==> src/rtl/uart_pkg.sv <==
// rtl/uart_pkg.sv - shared FSM state type, framing constants and parity helper for the UART transmitter
// Optional macro: UART_TX_BREAK_EN adds the BREAK state to the state enum.
package uart_pkg;

  localparam int MAX_DATA_WIDTH = 9;

  localparam logic PARITY_EVEN = 1'b0;
  localparam logic PARITY_ODD  = 1'b1;
  localparam logic STOP_ONE    = 1'b0;
  localparam logic STOP_TWO    = 1'b1;

  typedef enum logic [2:0] {
    ST_IDLE   = 3'd0,
    ST_START  = 3'd1,
    ST_DATA   = 3'd2,
    ST_PARITY = 3'd3,
    ST_STOP   = 3'd4
`ifdef UART_TX_BREAK_EN
    ,
    ST_BREAK  = 3'd5
`endif
  } tx_state_e;

  // Narrower words are zero-extended by the caller, which leaves the XOR unchanged.
  function automatic logic data_parity(input logic [MAX_DATA_WIDTH-1:0] word,
                                       input logic                      parity_type);
    return (^word) ^ (parity_type == PARITY_ODD);
  endfunction

endpackage

==> src/rtl/uart_tx_fifo.sv <==
// rtl/uart_tx_fifo.sv - synchronous word FIFO feeding the UART transmitter
// Power-of-two depth: pointers wrap naturally, occupancy kept in a separate count register.
module uart_tx_fifo #(
  parameter int DATA_WIDTH = 8,
  parameter int FIFO_DEPTH = 4
) (
  input  logic                            clk,
  input  logic                            rst_n,
  input  logic                            push,
  input  logic [DATA_WIDTH-1:0]           wdata,
  input  logic                            pop,
  output logic [DATA_WIDTH-1:0]           rdata,
  output logic                            full,
  output logic                            empty,
  output logic [$clog2(FIFO_DEPTH+1)-1:0] count
);

  localparam int AW = $clog2(FIFO_DEPTH);
  localparam int CW = $clog2(FIFO_DEPTH + 1);
  localparam logic [CW-1:0] DEPTH_C = CW'(FIFO_DEPTH);

  logic [DATA_WIDTH-1:0] mem [FIFO_DEPTH];
  logic [AW-1:0]         wr_ptr;
  logic [AW-1:0]         rd_ptr;
  logic                  do_push;
  logic                  do_pop;

  assign full    = (count == DEPTH_C);
  assign empty   = (count == '0);
  assign do_push = push && !full;
  assign do_pop  = pop && !empty;
  assign rdata   = mem[rd_ptr];

  always_ff @(posedge clk) begin
    if (do_push) begin
      mem[wr_ptr] <= wdata;
    end
  end

  always_ff @(posedge clk or negedge rst_n) begin
    if (!rst_n) begin
      wr_ptr <= '0;
      rd_ptr <= '0;
      count  <= '0;
    end else begin
      if (do_push) begin
        wr_ptr <= wr_ptr + 1'b1;
      end
      if (do_pop) begin
        rd_ptr <= rd_ptr + 1'b1;
      end
      if (do_push && !do_pop) begin
        count <= count + 1'b1;
      end else if (do_pop && !do_push) begin
        count <= count - 1'b1;
      end
    end
  end

endmodule

==> src/rtl/uart_tx_param.sv <==
// rtl/uart_tx_param.sv - parametrised FIFO-buffered UART transmitter with runtime parity/stop-bit selection
// Optional macro: UART_TX_BREAK_EN adds the Break input and the BREAK line state.
module uart_tx_param
  import uart_pkg::*;
#(
  parameter int DATA_WIDTH   = 8,
  parameter int FIFO_DEPTH   = 4,
  parameter int CLKS_PER_BIT = 16
) (
  input  logic                            CLK,
  input  logic                            RST,
  input  logic [DATA_WIDTH-1:0]           Data_In,
  input  logic                            Data_Valid,
  output logic                            Ready,
  input  logic                            Parity_Enable,
  input  logic                            Parity_Type,
  input  logic                            Stop_Bits,
  output logic [$clog2(FIFO_DEPTH+1)-1:0] Fifo_Count,
  output logic                            Busy,
  output logic                            S_Data
`ifdef UART_TX_BREAK_EN
  ,
  input  logic                            Break
`endif
);

  localparam int CNT_W = $clog2(CLKS_PER_BIT);
  localparam int IDX_W = $clog2(DATA_WIDTH);
  localparam logic [CNT_W-1:0] CNT_LAST = CNT_W'(CLKS_PER_BIT - 1);
  localparam logic [IDX_W-1:0] IDX_LAST = IDX_W'(DATA_WIDTH - 1);

  tx_state_e             state;
  logic [CNT_W-1:0]      cnt;
  logic [IDX_W-1:0]      bit_idx;
  logic                  stop_idx;
  logic [DATA_WIDTH-1:0] shreg;
  logic                  sh_par_en;
  logic                  sh_par_bit;
  logic                  sh_stop2;
  logic [DATA_WIDTH-1:0] fifo_rdata;
  logic                  fifo_full;
  logic                  fifo_empty;
  logic                  fifo_pop;
  logic                  break_req;
  logic                  cnt_done;
  logic                  line_bit;

`ifdef UART_TX_BREAK_EN
  assign break_req = Break;
`else
  assign break_req = 1'b0;
`endif

  assign fifo_pop = (state == ST_IDLE) && !fifo_empty && !break_req;
  assign cnt_done = (cnt == CNT_LAST);
  assign Ready    = !fifo_full;

  uart_tx_fifo #(
    .DATA_WIDTH(DATA_WIDTH),
    .FIFO_DEPTH(FIFO_DEPTH)
  ) u_fifo (
    .clk  (CLK),
    .rst_n(RST),
    .push (Data_Valid),
    .wdata(Data_In),
    .pop  (fifo_pop),
    .rdata(fifo_rdata),
    .full (fifo_full),
    .empty(fifo_empty),
    .count(Fifo_Count)
  );

  always_comb begin
    line_bit = 1'b1;
    case (state)
      ST_START:  line_bit = 1'b0;
      ST_DATA:   line_bit = shreg[0];
      ST_PARITY: line_bit = sh_par_bit;
`ifdef UART_TX_BREAK_EN
      ST_BREAK:  line_bit = 1'b0;
`endif
      default:   line_bit = 1'b1;
    endcase
  end

  always_ff @(posedge CLK or negedge RST) begin
    if (!RST) begin
      state      <= ST_IDLE;
      cnt        <= '0;
      bit_idx    <= '0;
      stop_idx   <= 1'b0;
      shreg      <= '0;
      sh_par_en  <= 1'b0;
      sh_par_bit <= 1'b0;
      sh_stop2   <= STOP_ONE;
      S_Data     <= 1'b1;
      Busy       <= 1'b0;
    end else begin
      // Outputs trail the state by one cycle; this is what makes the single IDLE cycle visible between frames.
      S_Data <= line_bit;
      Busy   <= (state != ST_IDLE);
      case (state)
        ST_IDLE: begin
          cnt <= '0;
`ifdef UART_TX_BREAK_EN
          if (break_req) begin
            state    <= ST_BREAK;
            sh_stop2 <= STOP_ONE;
          end
`endif
          if (fifo_pop) begin
            state      <= ST_START;
            shreg      <= fifo_rdata;
            sh_par_en  <= Parity_Enable;
            sh_par_bit <= data_parity(MAX_DATA_WIDTH'(fifo_rdata), Parity_Type);
            sh_stop2   <= (Stop_Bits == STOP_TWO);
          end
        end
        ST_START: begin
          if (cnt_done) begin
            cnt     <= '0;
            bit_idx <= '0;
            state   <= ST_DATA;
          end else begin
            cnt <= cnt + 1'b1;
          end
        end
        ST_DATA: begin
          if (cnt_done) begin
            cnt   <= '0;
            shreg <= shreg >> 1;
            if (bit_idx == IDX_LAST) begin
              stop_idx <= 1'b0;
              state    <= sh_par_en ? ST_PARITY : ST_STOP;
            end else begin
              bit_idx <= bit_idx + 1'b1;
            end
          end else begin
            cnt <= cnt + 1'b1;
          end
        end
        ST_PARITY: begin
          if (cnt_done) begin
            cnt      <= '0;
            stop_idx <= 1'b0;
            state    <= ST_STOP;
          end else begin
            cnt <= cnt + 1'b1;
          end
        end
        ST_STOP: begin
          if (cnt_done) begin
            cnt <= '0;
            if (stop_idx == sh_stop2) begin
              state <= ST_IDLE;
            end else begin
              stop_idx <= 1'b1;
            end
          end else begin
            cnt <= cnt + 1'b1;
          end
        end
`ifdef UART_TX_BREAK_EN
        ST_BREAK: begin
          cnt      <= '0;
          stop_idx <= 1'b0;
          if (!break_req) begin
            state <= ST_STOP;
          end
        end
`endif
        default: state <= ST_IDLE;
      endcase
    end
  end

endmodule

==> config.mk <==
export PLATFORM = sky130hd
export DESIGN_NAME = uart_tx_param
export DESIGN_NICKNAME = d
export VERILOG_FILES = /design/src/rtl/uart_pkg.sv /design/src/rtl/uart_tx_fifo.sv /design/src/rtl/uart_tx_param.sv
export SDC_FILE = /design/constraint.sdc
export NUM_CORES = 1
export LEC_CHECK = 0
export ABC_CLOCK_PERIOD_IN_PS = 2600
export BUFFER_PORTS_ARGS = -buffer_cell sky130_fd_sc_hd__clkbuf_2
export CAP_MARGIN = 20
export CORE_MARGIN = 1.5
export CORE_UTILIZATION = 30
export DETAILED_ROUTE_END_ITERATION = 6
export PLACE_DENSITY_LB_ADDON = 0.15
export SYNTH_ARGS = -nofsm -noshare
export SYNTH_HDL_FRONTEND = slang
export SYNTH_SLANG_ARGS = --single-unit
==> constraint.sdc <==
create_clock -name CLK -period 2.6 [get_ports CLK]
set_clock_uncertainty 0.2 [all_clocks]
set_input_delay 0.13 -clock CLK [delete_from_list [all_inputs] [get_ports CLK]]
set_output_delay 0.13 -clock CLK [all_outputs]
set_load 0.01 [all_outputs]
======== After elaboration in Yosys (flattened, before gate mapping) ========
Memory sizes are Yosys's and may differ from the RTL's.
Cells that the tools add are included.
cells by class
  add/sub/neg operators ................... 6
  eq/ne operators ......................... 17
  muxes and demuxes ....................... 29
  bitwise logic cells ..................... 1
  reduce and logical (&&, ||, !) cells .... 24
operators by type and width
  operator             count
  $mux 3               13
  $mux 8               2
  $ne 2x2->1 const B   8
  $pmux 8 s2           1
  $pmux 3 s5           1
  $eq 3x3->1 const B   3
  $reduce_xor 9->1     1
  $pmux 4 s2           1
  $reduce_bool 2->1    4
  $mux 1               7
  $reduce_and 7->1     1
  $add 3x1->3 const B  2
  $eq 3x2->1 const B   2
  $logic_not 3->1      2
  $pmux 1 s3           2
  $pmux 3 s2           1
  $reduce_and 6->1     1
  $reduce_bool 3->1    2
  $logic_and 1x1->1    5
  $add 2x1->2 const B  2
  $add 4x1->4 const B  1
  $eq 4x4->1 const B   1
  $logic_not 1->1      4
  $mux 4               1
  other kinds (9)      9
word-level totals
  flip-flop bits (word level) ............. 31
  bits in writable memories ............... 32
  input bits .............................. 14
  output and inout bits ................... 6
  logic and storage cells ................. 91
  memories kept ........................... 1
memory list
  memory      words  width  read ports  clocked after memory_dff  write ports  RTL line            RTL
  u_fifo.mem  4      8      1           0                         1            uart_tx_fifo.sv:22  logic [DATA_WIDTH-1:0] mem [FIFO_DEPTH];

======== Logic depth before layout (Yosys ltp) ========
Gate-level depths: netlist of run 1.
  depth in word-level cells ............... 7
  mapped depth ............................ 10
  mapped depth without buffers ............ 9

======== Cells and area by module ========
A second synthesis of run 1 with hierarchy kept.
second synthesis, totals
  cell total of the unflattened synthesis .. 212
  area, all modules ....................... 2906.5 sq um
modules (own cells, without submodules)
  module         instances  cells an instance  area each (sq um)  sequential area each (sq um)
  uart_tx_fifo   1          77                 1589.0             1136.1
  uart_tx_param  1          135                1317.5             601.8

======== Least setup slack after synthesis of run 1 ========
Ideal clock, no wire load.
  path kind ............................... reg-to-reg
  start point ............................. register state[0]
  end point ............................... register u_fifo.count[1]
  setup time .............................. 0.125 ns
  arrival time ............................ 2.112 ns
  required time ........................... 2.275 ns
  setup slack ............................. 0.163 ns
  stages on the path, launching flop included .. 9
  path buffers ............................ 1
  period minus slack after synthesis ...... 2.437 ns
  cell sequence ........................... dfrtp_1 -> or2_1 -> clkbuf_1 -> nor3_2 -> inv_2 -> ha_1 -> inv_1 -> fa_1 -> mux2_2
between the ends
  cells in the longest elaborated chain, start to end .. 6
  elaborated cells between the ends (all ways) .. 8
  classes of those cells .................. 1 x mux; 7 x reduce/logical
ends and longest elaborated chain
  item                                         RTL line              RTL
  from (decl)                                  uart_tx_param.sv:32   tx_state_e state;
  from (signal assigned)                       uart_tx_param.sv:134  state <= sh_par_en ? ST_PARITY : ST_STOP;
  $logic_not 3->1 *                            uart_tx_param.sv:54   assign fifo_pop = (state == ST_IDLE) && !fifo_empty && !break_req;
  $logic_and 1x1->1 *                          uart_tx_param.sv:54
  $logic_and 1x1->1 *                          uart_tx_fifo.sv:31    assign do_pop = pop && !empty;
  $logic_not 1->1                              uart_tx_fifo.sv:52    if (do_push && !do_pop) begin
  $logic_and 1x1->1                            uart_tx_fifo.sv:52
  $mux 3 or $reduce_bool 2->1 (tied branches)  n/a
  to (signal assigned)                         uart_tx_fifo.sv:53    count <= count + 1'b1;
  to (signal assigned)                         uart_tx_fifo.sv:55    count <= count - 1'b1;
  to (decl)                                    uart_tx_fifo.sv:15    output logic [$clog2(FIFO_DEPTH+1)-1:0] count
Mark *: on every way between the ends. The rest lies on a longest branch, timed or not.
A chain may end at the register's enable or synchronous reset.

======== Final worst setup path of run 1 ========
  start point ............................. register u_fifo.rd_ptr[0]
  end point ............................... register sh_par_bit
between the ends
  cells in the longest elaborated chain, start to end .. 3
ends and longest elaborated chain
  item                    RTL line              RTL
  from (decl)             uart_tx_fifo.sv:24    logic [AW-1:0] rd_ptr;
  from (signal assigned)  uart_tx_fifo.sv:50    rd_ptr <= rd_ptr + 1'b1;
  $mem_v2 4x8             n/a
  $reduce_xor 9->1        uart_pkg.sv:27        return (^word) ^ (parity_type == PARITY_ODD);
  $xor 1x1->1             uart_pkg.sv:27
  to (signal assigned)    uart_tx_param.sv:115  sh_par_bit <= data_parity(MAX_DATA_WIDTH'(fifo_rdata), Parity_Type);
  to (decl)               uart_tx_param.sv:38   logic sh_par_bit;
No other way between the ends.

==> results.json, run 1 <==
{
  "antenna_found_initial": 0,
  "yosys_warnings": 0,
  "hold_class": "primary input to register",
  "first_pass_iters": 4,
  "n_antenna_cell": 0,
  "cts_root_buf": "clkbuf_8",
  "synth_ff_type": "edfxtp_1",
  "drive_gt1_frac": 0.205,
  "crit_family": "multiplexers",
  "h-tree-depth": 3,
  "grt_setup_unrepaired": "false",
  "grt_pass1_wl_um": 8570,
  "cpMaxStageDelayCell": "mux4_2",
  "ant_nets": 0,
  "cts_tree": "done",
  "fin_crit_ns": 2.35,
  "coreArea_um2": 9240,
  "fin_crit_sh": 0.902,
  "place_hpwl_um": 3520,
  "path_class": "register to register",
  "cp_cell_sequence": "mux4_2 -> xnor2_1 -> xnor3_1 -> xnor2_1 -> mux2_2",
  "critPathMaxStageDelay_ns": 0.55,
  "post_cts.repair.setup_buffers": 0,
  "tightest_slew_ns": 0.823,
  "crit_path_end_kind": "register",
  "grt_start_max_net_pins": 32,
  "start_util": 0.310,
  "nNetsFinal": 282,
  "wl_met3_um": 179,
  "clk-insertion-delay-late_ns": 0.34,
  "drv_cap": 0,
  "syn_nets": 244,
  "via_count": 1755,
  "finalSetupTns_ns": 0,
  "die_h_um": 101,
  "wl_per_cell_um": 12.8,
  "outcome": "completed",
  "clk_pin_slew_worst_paths_ns": 0.07,
  "crit_arrival_ns": 2.37,
  "crit_fanout": 8,
  "drt_first_iter_violations": 74,
  "num_rows": 35,
  "avgSynthCellArea_um2": 13.0,
  "drcViolationCount": 0,
  "m1WireLength_um": 2470,
  "globalplace.congestion": 0.754,
  "syn_area_um2": 2870,
  "timing.fmax_mhz": 426,
  "synthArstFlopShare": 0.492,
  "ys_types": 43,
  "cp_data_required_time_ns": 2.62,
  "power_density_nw_per_um2": 763,
  "drv_slew": 0,
  "fp.dieW_um": 101,
  "cts_sinks": 63,
  "cpMostUsedCell": "xnor2_1",
  "die-area_um2": 10100,
  "synth_edf_count": 32,
  "routed.top_layer": "met4",
  "grt_usage": 0.113,
  "crit_path_start_kind": "register",
  "io_buffers": 19,
  "p_leak_nw": 1.43,
  "hold_violations": 0,
  "pin_count": 20,
  "wl_met2_um": 2300,
  "ir_drop_uv": 254,
  "syn2layout_area_growth_pct": 20.3,
  "finalSetupViolCount": 0,
  "fin_util": 0.373,
  "synth-seq-area-share": 0.607,
  "slew_headroom": 0.452,
  "cts-buffers-inserted": 9,
  "cts.path.max_buffers": 2,
  "timing.critical_path.buf_inv": 0,
  "viasPerCell": 4.47,
  "drt-total-wl_um": 5050,
  "ys_ff_latch": 63,
  "first_global_vias": 1707,
  "synthCells": 221,
  "grt_overflow": 0
}
==> layout make-up <==
type | count | area [µm²]
Tap cell | 129 | 161
Sequential cell | 63 | 1740
Multi-Input combinational cell | 140 | 1050
Inverter | 9 | 33.8
Timing Repair Buffer | 36 | 250
Clock inverter | 6 | 85.1
Clock buffer | 10 | 128
Fill cell | 903 | 5790
==> cells by family after synthesis <==
family / after synthesis / synth area share
simple gates: 65 / 0.103
compound gates: 35 / 0.0734
buf+inv: 18 / 0.0275
mux: 17 / 0.0978
xor+xnor: 14 / 0.0502
fa+ha+maj: 9 / 0.0419
flops: 63 / 0.607
==> routing by layer <==
| metal | GRT usage | vias up |
|---|---|---|
| li1 | - | 874 |
| met1 | 0.150 | 845 |
| met2 | 0.166 | 25 |
| met3 | 0.0354 | 11 |
| met4 | 0.0553 | 0 |
| met5 | 0 | - |
==> per-stage QoR <==
| step | cells | total power [W] | hold slack [ns] | worst slack [ns] | area (µm²) |
|---|---|---|---|---|---|
| final | 393 | 0.00263 | 0.0274 | 0.254 | 3450 |
| after global routing | 393 | 0.00279 | 0.0554 | 0.0700 | 3450 |
| after CTS | 393 | 0.00267 | 0.0282 | 0.115 | 3440 |
| after detailed placement | 366 | 0.00173 | 0.0761 | 0.103 | 3120 |
| after global placement | 366 | 0.00174 | 0.0709 | 0.149 | 3120 |
| after floorplan | 221 | 0.00159 | -0.366 | 0.163 | 2870 |
==> state kept, by name, summed over array words and instances, names as in the netlist <==
| register | flops |
|---|---|
| Busy | 1 |
| sh_stop2 | 1 |
| sh_par_bit | 1 |
| u_fifo.count | 3 |
| sh_par_en | 1 |
| u_fifo.mem | 32 |
| u_fifo.wr_ptr | 2 |
| u_fifo.rd_ptr | 2 |
| stop_idx | 1 |
| S_Data | 1 |
| cnt | 4 |
| state | 3 |
| bit_idx | 3 |
| shreg | 8 |
==> synthesized netlist by cell type, types with 5 or more instances <==
| cell type | count | area (µm²) |
|---|---|---|
| inv_1 | 7 | 26.3 |
| dfrtp_1 | 30 | 751 |
| and3_1 | 5 | 31.3 |
| nor2_1 | 17 | 63.8 |
| mux2i_1 | 7 | 70.1 |
| nand2_1 | 25 | 93.8 |
| o21ai_1 | 11 | 55.1 |
| a21oi_1 | 12 | 60.1 |
| edfxtp_1 | 32 | 961 |
| mux4_2 | 6 | 135 |
| nand3_1 | 6 | 30.0 |
| xnor2_1 | 9 | 78.8 |
| clkbuf_1 | 5 | 18.8 |
| ha_1 | 8 | 100 |
==> cell usage in the layout, fill, tap and decap left out, types with 6 or more instances in the layout <==
| cell | instances |
|---|---|
| nand2_1 | 25 |
| dfrtp_1 | 29 |
| o21ai_1 | 11 |
| xnor2_1 | 9 |
| clkbuf_2 | 19 |
| mux4_2 | 6 |
| edfxtp_1 | 32 |
| a21oi_1 | 12 |
| nor2_1 | 17 |
| clkbuf_8 | 9 |
| inv_1 | 7 |
| buf_4 | 6 |
| mux2i_1 | 7 |
| nand3_1 | 6 |
| ha_1 | 8 |
| dlygate4sd3_1 | 11 |
==> tightest hold or removal path: stages <==
cell,delay (ns)
clkbuf_2,0.11
and2_1,0.21
o21ai_1,0.08
==> power breakdown <==
part           switching [W]  total [W]  leakage (nW)  internal [W]
registers          0.0000677    0.00127         0.670       0.00120
logic               0.000230   0.000441         0.662      0.000211
clock network       0.000382   0.000918         0.102      0.000536
total               0.000679    0.00263          1.43       0.00195
==> what timing repair did <==
item                                   4_1_cts  5_1_grt
hold buffers                                11        0
setup endpoints to repair                    0        1
endpoints found under the hold margin       64        0
resized for setup                            0        1
==> path summary, 6_finish.rpt <==
path,start,endpoint,slack [ns],depth (start not counted)
setup reg to reg,u_fifo.rd_ptr[0],sh_par_bit,0.25,5
hold reg to reg,bit_idx[0],bit_idx[0],0.29,1
hold / removal,Data_Valid,u_fifo.wr_ptr[1],0.03,3
max in group asynchronous,RST,u_fifo.rd_ptr[0],1.40,2
setup / recovery,u_fifo.rd_ptr[0],sh_par_bit,0.25,5
min in group asynchronous,RST,cnt[1],0.22,2
Power figures use the tool's default switching activity.
==> inputs of run 2 (changes only) <==
- CORE_UTILIZATION: 30 -> 45
- GPL_TIMING_DRIVEN: default -> 0
- SYNTH_HIERARCHICAL: default -> 1
==> run 2 against run 1 <==
Global-route usage is 5.7 points higher. Synthesized cell count shrank 4.1%. First-iteration DRC count rose by 62%. Sequential cell count stayed put. Worst hold slack better by 0.0068 ns. Sequential power grew 27%. Design area grew 0.58%. Wire length grew 4.9%. Clock-buffer cell count decreased by 1. Register-to-register slack got worse by 0.16 ns. Sequential share of layout area is 0.26 points lower. Largest power group unchanged. Highest routed layer unchanged.
==> results.json, run 2 <==
{
  "drt_first_iter_violations": 120,
  "fp.dieW_um": 83.4,
  "yosys_warnings": 6,
  "synthCells": 212,
  "cts_tree": "done",
  "tightest_slew_ns": 0.780,
  "r2r_end": "u_fifo/count[1]",
  "fin_crit_ns": 2.50,
  "via_count": 1767,
  "drv_slew": 0,
  "globalplace.congestion": 0.787,
  "cp_cell_sequence": "or2_4 -> or3_4 -> inv_4 -> nand2b_1 -> ha_2 -> inv_1 -> fa_1 -> mux2_2",
  "ir_drop_uv": 634,
  "timing.critical_path.buf_inv": 2,
  "crit_family": "simple AND/OR/NAND/NOR gates",
  "finalSetupTns_ns": 0,
  "first_global_vias": 1761,
  "hold_end": "u_fifo/wr_ptr[0]",
  "grt_setup_unrepaired": "false",
  "wl_per_cell_um": 15.8,
  "coreArea_um2": 6280,
  "worstHoldPathCells": 4,
  "num_rows": 29,
  "ys_ff_latch": 63,
  "clk-insertion-delay-late_ns": 0.35,
  "crit_path_start_kind": "register",
  "largest_reg_flops": 32,
  "min_from": "Data_Valid",
  "pre_cts_slack_ns": -0.128,
  "drcViolationCount": 0,
  "yosysMostFrequentCell": "edfxtp_1",
  "regMostFlops": "u_fifo/mem",
  "outcome": "completed",
  "layout_common_cells": "edfxtp_1 (32), dfrtp_1 (28), clkbuf_2 (19)",
  "layout_commonest_cell": "edfxtp_1",
  "io_buffers": 19,
  "synth_ff_type": "edfxtp_1",
  "ys_types": 45,
  "drive_gt1_frac": 0.290,
  "crit_arrival_ns": 2.53,
  "drt-total-wl_um": 5300,
  "grt_pass1_wl_um": 8940,
  "ant_nets": 0,
  "path_class": "register to register",
  "h-tree-depth": 3,
  "pin_count": 20,
  "n_antenna_cell": 0,
  "start_util": 0.463,
  "cts_root_buf": "clkbuf_8",
  "fin_ws_ns": 0.0963,
  "hold_violations": 0,
  "grt_overflow": 0,
  "r2r_cells": 8,
  "power_density_nw_per_um2": 1200,
  "cts_sinks": 63,
  "clk_pin_slew_worst_paths_ns": 0.08,
  "first_pass_iters": 4,
  "syn_area_um2": 2910,
  "antenna_found_initial": 0,
  "crit_fanout": 7,
  "slew_headroom": 0.480,
  "fin_crit_sh": 0.963,
  "die_h_um": 83.4,
  "synth-seq-area-share": 0.598,
  "finalSetupViolCount": 0,
  "synthArstFlopShare": 0.492,
  "p_leak_nw": 1.41,
  "synth_top_area_share": 0.331,
  "viasPerCell": 5.26,
  "synth_top_area_cell": "edfxtp_1",
  "cp_data_required_time_ns": 2.63,
  "die-area_um2": 6950,
  "avgSynthCellArea_um2": 13.7,
  "synth_edf_count": 32,
  "crit_path_end_kind": "register",
  "drv_cap": 0,
  "place_hpwl_um": 3390,
  "yosys-top-cells-area": "edfxtp_1 (33%), dfrtp_1 (26%), mux4_2 (6.2%), ha_1 (3.4%), xnor2_1 (2.4%)",
  "nNetsFinal": 277,
  "grt_usage": 0.170,
  "cpMaxStageDelayCell": "dfrtp_1",
  "timing.fmax_mhz": 399,
  "cts.path.max_buffers": 2,
  "r2r-start": "state[1]",
  "synth_common_cells": "edfxtp_1 (32), dfrtp_1 (30), nand2_1 (17)",
  "critPathMaxStageDelay_ns": 0.40,
  "syn2layout_area_growth_pct": 19.2,
  "grt_start_max_net_pins": 32,
  "r2r_slack_ns": 0.1,
  "fill_cells": 544,
  "biggestRegsByFlops": "u_fifo/mem (32), shreg (8), cnt (4)",
  "hold_class": "primary input to register",
  "syn_nets": 235,
  "cts-buffers-inserted": 9
}
[run 2: changes by cell type after synthesis, moves of 7 or more]
cell | before | now
nor2_1 | 17 | 4
nand2_1 | 25 | 17
a21oi_1 | 12 | 5
a21oi_2 | 0 | 7
o21ai_1 | 11 | 1
[run 2: worst max path at each step]
stage,start,endpoint,depth (start not counted)
after CTS,state[0],u_fifo/count[1],9
after global placement,state[0],u_fifo/count[1],9
final,state[1],u_fifo/count[1],8
after detailed placement,state[0],u_fifo/count[1],9
after floorplan,state[0],u_fifo/count[1],9
after global routing,state[1],u_fifo/count[1],8
[run 2: report_power, final]
part	internal [W]	leakage [nW]	switching [W]	total, W
logic	0.000810	0.641	0.000780	0.00159
registers	0.00139	0.653	0.000219	0.00161
clock network	0.000551	0.111	0.000423	0.000974
total	0.00275	1.41	0.00142	0.00417
[run 2: per-layer routing]
metal / vias up / global-route usage / wire, µm
met5: - / 0 / 0
met4: 0 / 0.0864 / 88
met3: 9 / 0.0358 / 145
met2: 20 / 0.245 / 2370
met1: 873 / 0.243 / 2690
li1: 865 / - / -
[run 2: final cells by class]
class                      count  area, µm²  share of cell area
clock inverter                 7        103              0.0296
timing repair buffer          32        220              0.0635
buffer                         9       51.3              0.0148
sequential                    63       1740               0.502
multi-input combinational    126       1080               0.312
tap                           77       96.3              0.0278
inverter                      13       51.3              0.0148
clock buffer                   9        124              0.0357
[run 2: worst reg2reg max path: stages (launching register included)]
cell and delay (ns):
dfrtp_1 0.40, or2_4 0.30, or3_4 0.38, inv_4 0.09
nand2b_1 0.09, ha_2 0.20, inv_1 0.07, fa_1 0.40
mux2_2 0.27
[run 2: cell families after synthesis]
kind of cell    count (synthesis)  synth area share
flops                          63             0.598
xor+xnor                       14            0.0469
compound gates                 41            0.0977
fa+ha+maj                       9            0.0413
mux                            13            0.0822
buf+inv                        23            0.0362
simple gates                   49            0.0977
[run 2: per-stage QoR]
stage | instances | utilization | cell area (µm²) | hold WS [ns] | total power [W]
finish | 336 | 0.552 | 3470 | 0.0342 | 0.00417
global route | 336 | 0.552 | 3470 | 0.0559 | 0.00447
CTS | 337 | 0.551 | 3460 | 0.0220 | 0.00421
detailed placement | 308 | 0.494 | 3100 | 0.0633 | 0.00317
global placement | 308 | 0.494 | 3100 | 0.0697 | 0.00314
floorplan | 212 | - | 2910 | -0.366 | 0.00281
[run 2: timing repair]
action,CTS,global route
resized for setup,4,4
hold buffers,11,0
endpoints found under the setup margin,2,2
pin swaps,0,2
setup buffers,2,0
hold endpoints to repair,64,0
==> inputs of run 3 (changes only) <==
- MAX_ROUTING_LAYER: default -> met4
==> run 3 against run 2 <==
Sequential power about the same. Setup slack worse by 0.0034 ns. Register-to-register slack barely moved. Design area did not move. Fmax down 0.13%. Worst hold slack lost 0.0032 ns. Critical endpoint unchanged.
==> results.json, run 3 (synthesis gave the netlist of run 2 again) <==
{
  "outcome": "completed",
  "cts_tree": "done",
  "finish.instance_area_um2": 3470,
  "grt_setup_unrepaired": "false",
  "drv_cap": 0,
  "fp.dieW_um": 83.4,
  "layout_commonest_cell": "edfxtp_1",
  "finalSetupTns_ns": 0,
  "crit_path_end_kind": "register",
  "wl_per_cell_um": 15.7,
  "slew_headroom": 0.481,
  "cts_root_buf": "clkbuf_8",
  "grt_overflow": 0,
  "drv_slew": 0,
  "viasPerCell": 5.26,
  "die-area_um2": 6950,
  "drt-total-wl_um": 5290,
  "antenna_found_initial": 0,
  "cts.path.max_buffers": 2,
  "io_buffers": 19,
  "clk_pin_slew_worst_paths_ns": 0.08,
  "crit_path_start_kind": "register",
  "ant_nets": 0,
  "timing.fmax_mhz": 399,
  "n_antenna_cell": 0,
  "regMostFlops": "u_fifo/mem",
  "placedInstanceArea_um2": 3100,
  "ir_drop_uv": 632,
  "num_rows": 29,
  "first_global_vias": 1759,
  "grt_usage": 0.174,
  "drive_gt1_frac": 0.290,
  "largest_reg_flops": 32,
  "drcViolationCount": 0,
  "path_class": "register to register",
  "layout_common_cells": "edfxtp_1 (32), dfrtp_1 (28), clkbuf_2 (19)",
  "p_leak_nw": 1.41,
  "first_pass_iters": 4,
  "pin_count": 20,
  "biggestRegsByFlops": "u_fifo/mem (32), shreg (8), cnt (4)",
  "grt_start_max_net_pins": 32,
  "place_hpwl_um": 3390,
  "cts-buffers-inserted": 9,
  "hold_violations": 0,
  "syn2layout_area_growth_pct": 19.2,
  "hold_class": "primary input to register",
  "whs_ns": 0.0310,
  "start_util": 0.463,
  "die_h_um": 83.4,
  "fin_crit_ns": 2.51,
  "drt_first_iter_violations": 128,
  "coreArea_um2": 6280,
  "grt_pass1_wl_um": 8920,
  "power_w": 0.00417,
  "via_count": 1766,
  "power_density_nw_per_um2": 1200,
  "crit_fanout": 7,
  "fin_ws_ns": 0.0930,
  "cp_data_required_time_ns": 2.63,
  "pre_cts_slack_ns": -0.128,
  "crit_arrival_ns": 2.53,
  "clk-insertion-delay-late_ns": 0.35,
  "globalplace.congestion": 0.798,
  "fin_crit_sh": 0.964,
  "h-tree-depth": 3,
  "tightest_slew_ns": 0.779,
  "nNetsFinal": 277,
  "finalSetupViolCount": 0,
  "cts_sinks": 63
}
-- run 3: cell counts in the layout (fill, tap and decap cells not counted) --
No cell type changed its count.
-- run 3: final cells by class --
type / count / area, µm²
timing repair buffer: 32 / 220
clock buffer: 9 / 124
clock inverter: 7 / 103
sequential: 63 / 1740
multi-input combinational: 126 / 1080
inverter: 13 / 51.3
tap: 77 / 96.3
fill: 544 / 2810
buffer: 9 / 51.3
-- run 3: report_power, final --
part / internal [W] / switching [W] / total, W
sequential: 0.00139 / 0.000218 / 0.00161
clock: 0.000551 / 0.000422 / 0.000973
combinational: 0.000811 / 0.000782 / 0.00159
total: 0.00275 / 0.00142 / 0.00417
-- run 3: critical path, stage by stage (launching register included) --
cell and delay (ns):
dfrtp_1 0.40, or2_4 0.30, or3_4 0.38, inv_4 0.09
nand2b_1 0.09, ha_2 0.20, inv_1 0.07, fa_1 0.40
mux2_2 0.27
-- run 3: repair_timing --
item | in CTS | in global routing
pin swaps | 0 | 2
endpoints found under the hold margin | 64 | 0
hold buffers | 11 | 0
resized for setup | 4 | 4
buffers inserted | 2 | 0
endpoints found under the setup margin | 2 | 2
-- run 3: path summary, 6_finish.rpt --
check                                start                to  slack, ns  depth (start not counted)
min in group asynchronous              RST          shreg[3]       0.19                          2
max in group asynchronous              RST   u_fifo/count[1]       1.46                          2
worst min register to register  sh_par_bit        sh_par_bit       0.30                          2
worst min-delay path            Data_Valid  u_fifo/wr_ptr[0]       0.03                          4
worst max-delay path              state[1]   u_fifo/count[1]       0.09                          8
worst max register to register    state[1]   u_fifo/count[1]       0.09                          8
-- run 3: metrics by stage --
| step | utilization | std cells |
|---|---|---|
| after floorplan | - | 212 |
| after global placement | 0.494 | 308 |
| after detailed placement | 0.494 | 308 |
| after CTS | 0.551 | 337 |
| after global routing | 0.552 | 336 |
| final | 0.552 | 336 |
-- run 3: layer usage --
layer	vias up	track usage	wire length, µm
met3	10	0.0328	123
met4	0	0.0864	114
met2	22	0.248	2420
met1	873	0.240	2630
met5	-	-	0
li1	861	-	-
